$ cat src/rtl/scedma_arb.sv
// Round-robin arbiter sharing one segment-memory port between DMA channels.
// Accepted read IDs are queued so returning data is steered back to its issuer.
module scedma_arb #(
    parameter int CHNLCNT = 4,
    parameter int AW      = 16,
    parameter int DW      = 32,
    parameter int RDQD    = 4
) (
    input  logic                    clk,
    input  logic                    reset,
    input  logic                    enable,
    input  logic [CHNLCNT-1:0]      chnl_rd,
    input  logic [CHNLCNT-1:0]      chnl_wr,
    input  logic [CHNLCNT*AW-1:0]   chnl_addr,
    input  logic [CHNLCNT*DW-1:0]   chnl_wdat,
    output logic [CHNLCNT-1:0]      chnl_ready,
    output logic [DW-1:0]           chnl_rdat,
    output logic [CHNLCNT-1:0]      chnl_rdatvld,
    output logic                    mem_rd,
    output logic                    mem_wr,
    output logic [AW-1:0]           mem_addr,
    output logic [DW-1:0]           mem_wdat,
    input  logic                    mem_ready,
    input  logic [DW-1:0]           mem_rdat,
    input  logic                    mem_rdatvld,
    output logic [$clog2(RDQD):0]   rd_outstanding,
    output logic                    proterr
);

    localparam int PW = $clog2(CHNLCNT);
    localparam int QW = $clog2(RDQD);
    localparam int CW = QW + 1;

    logic [AW-1:0]      addr_a [CHNLCNT];
    logic [DW-1:0]      wdat_a [CHNLCNT];
    logic [PW-1:0]      idq    [RDQD];
    logic [PW-1:0]      rr_ptr;
    logic [PW-1:0]      gnt;
    logic [PW-1:0]      idx;
    logic               gnt_vld;
    logic [CHNLCNT-1:0] elig;
    logic [QW-1:0]      wptr;
    logic [QW-1:0]      rptr;
    logic [CW-1:0]      count;
    logic               rd_ok;
    logic               xfer;
    logic               both;
    logic               push;
    logic               pop;
    logic               spur;

    for (genvar i = 0; i < CHNLCNT; i++) begin : g_split
        assign addr_a[i] = chnl_addr[i*AW +: AW];
        assign wdat_a[i] = chnl_wdat[i*DW +: DW];
    end

    // A full FIFO blocks reads even if a pop lands this cycle: no rdatvld->ready path.
    assign rd_ok = count < CW'(RDQD);
    assign elig  = enable ? (chnl_wr | (chnl_rd & {CHNLCNT{rd_ok}})) : '0;

    // Walk downward so the last hit is the first eligible channel at/after rr_ptr.
    always_comb begin
        gnt     = '0;
        gnt_vld = 1'b0;
        idx     = '0;
        for (int k = CHNLCNT - 1; k >= 0; k--) begin
            idx = PW'((int'(rr_ptr) + k) % CHNLCNT);
            if (elig[idx]) begin
                gnt     = idx;
                gnt_vld = 1'b1;
            end
        end
    end

    assign both     = chnl_rd[gnt] & chnl_wr[gnt];
    assign mem_wr   = gnt_vld & chnl_wr[gnt];
    assign mem_rd   = gnt_vld & chnl_rd[gnt] & ~chnl_wr[gnt];
    assign mem_addr = gnt_vld ? addr_a[gnt] : '0;
    assign mem_wdat = gnt_vld ? wdat_a[gnt] : '0;
    assign xfer     = gnt_vld & mem_ready;
    assign push     = xfer & mem_rd;
    assign pop      = mem_rdatvld & (count != '0);
    assign spur     = mem_rdatvld & (count == '0);

    assign rd_outstanding = count;

    always_comb begin
        chnl_ready = '0;
        if (xfer) chnl_ready[gnt] = 1'b1;
    end

    always_ff @(posedge clk) begin
        if (push) idq[wptr] <= gnt;
    end

    always_ff @(posedge clk or posedge reset) begin
        if (reset) begin
            rr_ptr       <= '0;
            wptr         <= '0;
            rptr         <= '0;
            count        <= '0;
            chnl_rdatvld <= '0;
            chnl_rdat    <= '0;
            proterr      <= 1'b0;
        end else begin
            if (xfer) rr_ptr <= (gnt == PW'(CHNLCNT - 1)) ? '0 : gnt + 1'b1;
            if (push) wptr <= wptr + 1'b1;
            if (pop)  rptr <= rptr + 1'b1;
            count        <= count + CW'(push) - CW'(pop);
            chnl_rdatvld <= '0;
            if (pop) begin
                chnl_rdatvld[idq[rptr]] <= 1'b1;
                chnl_rdat               <= mem_rdat;
            end
            proterr <= (xfer & both) | spur;
        end
    end

endmodule

$ cat config.mk
export PLATFORM = sky130hd
export DESIGN_NAME = scedma_arb
export DESIGN_NICKNAME = d
export VERILOG_FILES = /design/src/rtl/scedma_arb.sv
export SDC_FILE = /design/constraint.sdc
export NUM_CORES = 1
export LEC_CHECK = 0
export ABC_AREA = 1
export CORE_AREA = 2 2 128 130
export CTS_CLUSTER_DIAMETER = 200
export CTS_CLUSTER_SIZE = 8
export DETAILED_ROUTE_END_ITERATION = 10
export DIE_AREA = 0 0 130 132
export DONT_BUFFER_PORTS = 1
export MAX_ROUTING_LAYER = met4
export PLACE_DENSITY = 0.44
export SYNTH_ARGS = -nofsm -noshare
export SYNTH_HDL_FRONTEND = slang
export SYNTH_SLANG_ARGS = --single-unit
$ cat constraint.sdc
create_clock -name clk -period 5.9 [get_ports clk]
set_input_delay 1.475 -clock clk [delete_from_list [all_inputs] [get_ports clk]]
set_output_delay 1.475 -clock clk [all_outputs]
set_load 0.005 [all_outputs]
==> impl_metrics.toml, run 1 <==
[setup_path]
path_cells = "nand2_1 > nand2_1 > nand3_1 > nand2_1 > nand2_1 > nand2_1 > inv_2 > nand2_2 > nand2_1 > nand2_2 > nand2_4 > inv_4 > buf_4 > nor2_1 > nor2_1 > o21ai_1 > a21oi_1"
crit_path_frequent_cell = "nand2_1"
cp_max_fo = 29
endpoint_kind = "output pin"
r2r-end = "rd_outstanding[2]"
r2r_slack_ps = 1890
cp_slowest_cell = "buf_4"
crit_required_ps = 4430
startpoint_type = "input port"
reg2reg_depth = 22
crit_start = "chnl_rd[0]"
r2r-start = "rr_ptr[0]"
slowest_delay_ps = 340
crit_family = "simple AND/OR/NAND/NOR gates"
cp.depth = 17
endpoint = "mem_addr[10]"
crit_type = "in -> out"
path_buf_inv = 3
cp.arrival_ps = 3770

[drt]
top_layer = "met4"
drtIter0Drc = 263
viasPerCell = 5.05
wire_per_inst_microns = 18.5
drt_wl_total_mm = 16.5
route.met3.wl_mm = 1.51
wl_met1_mm = 6.30
wl_met2_mm = 8.36
vias = 4525
dr.pass1.iters = 5
drtAntennaViolNets = 0
drc = 0

[synthesis]
synthTopCellsByArea = "dfrtp_1 26%, nand2_1 13%, o21ai_1 11%"
async_flop_share = 0.852
avgSynthCellArea_sq_um = 6.46
synth_top_area_share = 0.257
syn_area_sq_um = 4470
synthFlopType = "dfrtp_1"
ys_seq_area_frac = 0.311
ys_ff_latch = 54
syn_inst = 692
synth_largest_area_cell = "dfrtp_1"
yosys_warnings = 0
syn_nets = 940
yosysUniqueCellTypes = 32
synth_edf_count = 8

[clocking]
insertion_delay_ps = 290
cts_root_buf = "clkbuf_16"
cts_htree_levels = 2
clockBufferDepth = 2
cts_buffers = 5
postCtsSetupBuffers = 0
cts_sinks = 54
clkSlewWorstSetupHoldPaths_ps = 70
cts-resized-gates = 0
ctsHoldBuffers = 0
cts_tree = "yes"

[global_routing]
grt_pass1_vias = 4384
antenna_found_initial = 5
grt_first_pass_wirelength_mm = 24.1
grt_max_degree = 47
track_usage = 0.185
overflow = 0

[run_status]
status = "completed"

[floorplan]
die_y_microns = 132
pin_count = 331
coreArea_sq_um = 15700
start_util = 0.285
die_x_microns = 130
dieArea_sq_um = 17200
fp-row-count = 46

[hold_path]
hp-start = "rptr[1]"
timing.hold.worst.class = "reg -> reg"

[placed_design]
dpl.hpwl_mm = 13.4
gp_congestion = 0.971
io_buffers = 0

[sta]
slew_violations = 0
fin_worst_skew_ps = 10.4
fmax_mhz = 191
tightest_slew_ps = 998
setup-tns-final_ps = 0
finalCritPeriodShare = 0.888
period_needed_ps = 5240
setup_viol = 0
slew_headroom = 0.331
rsz0062_at_grt = "no"
hold_viol_final = 0

[run]
cap_violations = 0

[layout]
drive_above_1_share = 0.116
synthToLayoutAreaGrowth_pct = 7.58
nNetsFinal = 922
synthesized netlist by cell type, types with 2 or more instances:
master and count:
nand2_1 150, nor2_1 113, o21ai_1 97, inv_1 63, a21oi_1 49, dfrtp_1 46, o21ai_0 32, nand3_1 20
inv_2 18, o21ai_2 18, clkbuf_1 14, buf_2 13, ha_1 10, buf_4 8, edfxtp_1 8, buf_6 7
nand2_2 5, buf_8 2, clkinv_1 2, nand2_4 2, nand3_2 2, nand4_1 2, xor2_1 2
state kept, by name, indices dropped and copies added (netlist names):
| name | flops |
|---|---|
| chnl_rdat | 32 |
| idq | 8 |
| chnl_rdatvld | 4 |
| rd_outstanding | 3 |
| rptr | 2 |
| rr_ptr | 2 |
| wptr | 2 |
| proterr | 1 |
worst register-to-register path, stage by stage (launching register included):
cell and delay [ps]:
dfrtp_1 570, inv_2 140, nand3_1 120, nand2_1 130, nand2_1 110, nand2_1 50, nand2_1 50, nand2_1 50
nand2_1 60, nand2_1 60, nand2_2 120, clkinv_2 480, buf_4 420, nand3_1 120, nand2_2 120, nand3_4 140
ha_1 240, inv_1 60, ha_1 130, inv_1 50, fa_1 370, xnor2_1 140, xor2_1 140
through the flow:
stage	util	hold slack [ps]	worst slack [ps]	std cells	cell area [sq um]
2_1_floorplan	-	464	1490	692	4470
3_5_place_dp	0.295	489	709	883	4630
6_report	0.306	503	659	896	4810
5_1_grt	0.306	527	414	896	4810
3_3_place_gp	0.295	484	749	883	4630
4_1_cts	0.305	504	705	891	4800
logic make-up (layout without fill, tap and decap cells):
kind of cell	Yosys count	in the layout	share of synthesized area
flops	54	54	0.311
compound gates	198	198	0.238
other cells	0	5	0
buf+inv	128	111	0.135
xor+xnor	4	4	0.0120
fa+ha+maj	11	11	0.0324
simple gates	297	297	0.271
how the worst min path moves through the flow:
stage / end / cells past startpoint
after CTS: rptr[1] / 1
after global routing: chnl_rdat[21] / 2
after global placement: rptr[1] / 1
final: rptr[1] / 1
after detailed placement: rptr[1] / 1
after floorplan: rptr[1] / 1
area by class of cell:
| type | count | area, sq um |
|---|---|---|
| inverters | 84 | 319 |
| repair buffers | 19 | 168 |
| flip-flops and latches | 54 | 1390 |
| multi-input cells | 510 | 2480 |
| diodes | 5 | 12.5 |
| well taps | 216 | 270 |
| clock inverters | 3 | 42.5 |
| fillers | 1728 | 10900 |
| clock buffers | 5 | 125 |
cell usage in the layout, fill, tap and decap left out, types with 2 or more instances in the layout:
cell type,Yosys,routed
diode_2,0,5
buf_12,0,2
o21ai_2,18,18
edfxtp_1,8,8
o21ai_0,32,32
nand4_1,2,2
nor2_1,113,113
dfrtp_1,46,46
clkinv_1,2,3
inv_1,63,62
o21ai_1,97,97
xor2_1,2,2
inv_2,18,18
nand2_1,150,150
clkbuf_16,0,5
nand2_2,5,5
nand3_1,20,20
ha_1,10,10
nand3_2,2,2
a21oi_1,49,49
buf_4,8,17
nand2_4,2,2
per-layer routing:
layer | GRT usage | vias to the layer above
met1 | 0.207 | 2078
met3 | 0.0479 | 19
met2 | 0.313 | 243
met5 | - | -
li1 | - | 2185
met4 | 0.0693 | 0
Power of run 1 is not shown: default switching activity piles up to over one toggle a cycle in this logic, so the estimate is an artifact.
==> inputs of run 2 (changes only) <==
Settings changed: SKIP_LAST_GASP set to 1.
==> results of run 2 <==
Final layout, timing and power as in run 1 (identical DEF).
Power of run 2 is left out for the same reason.
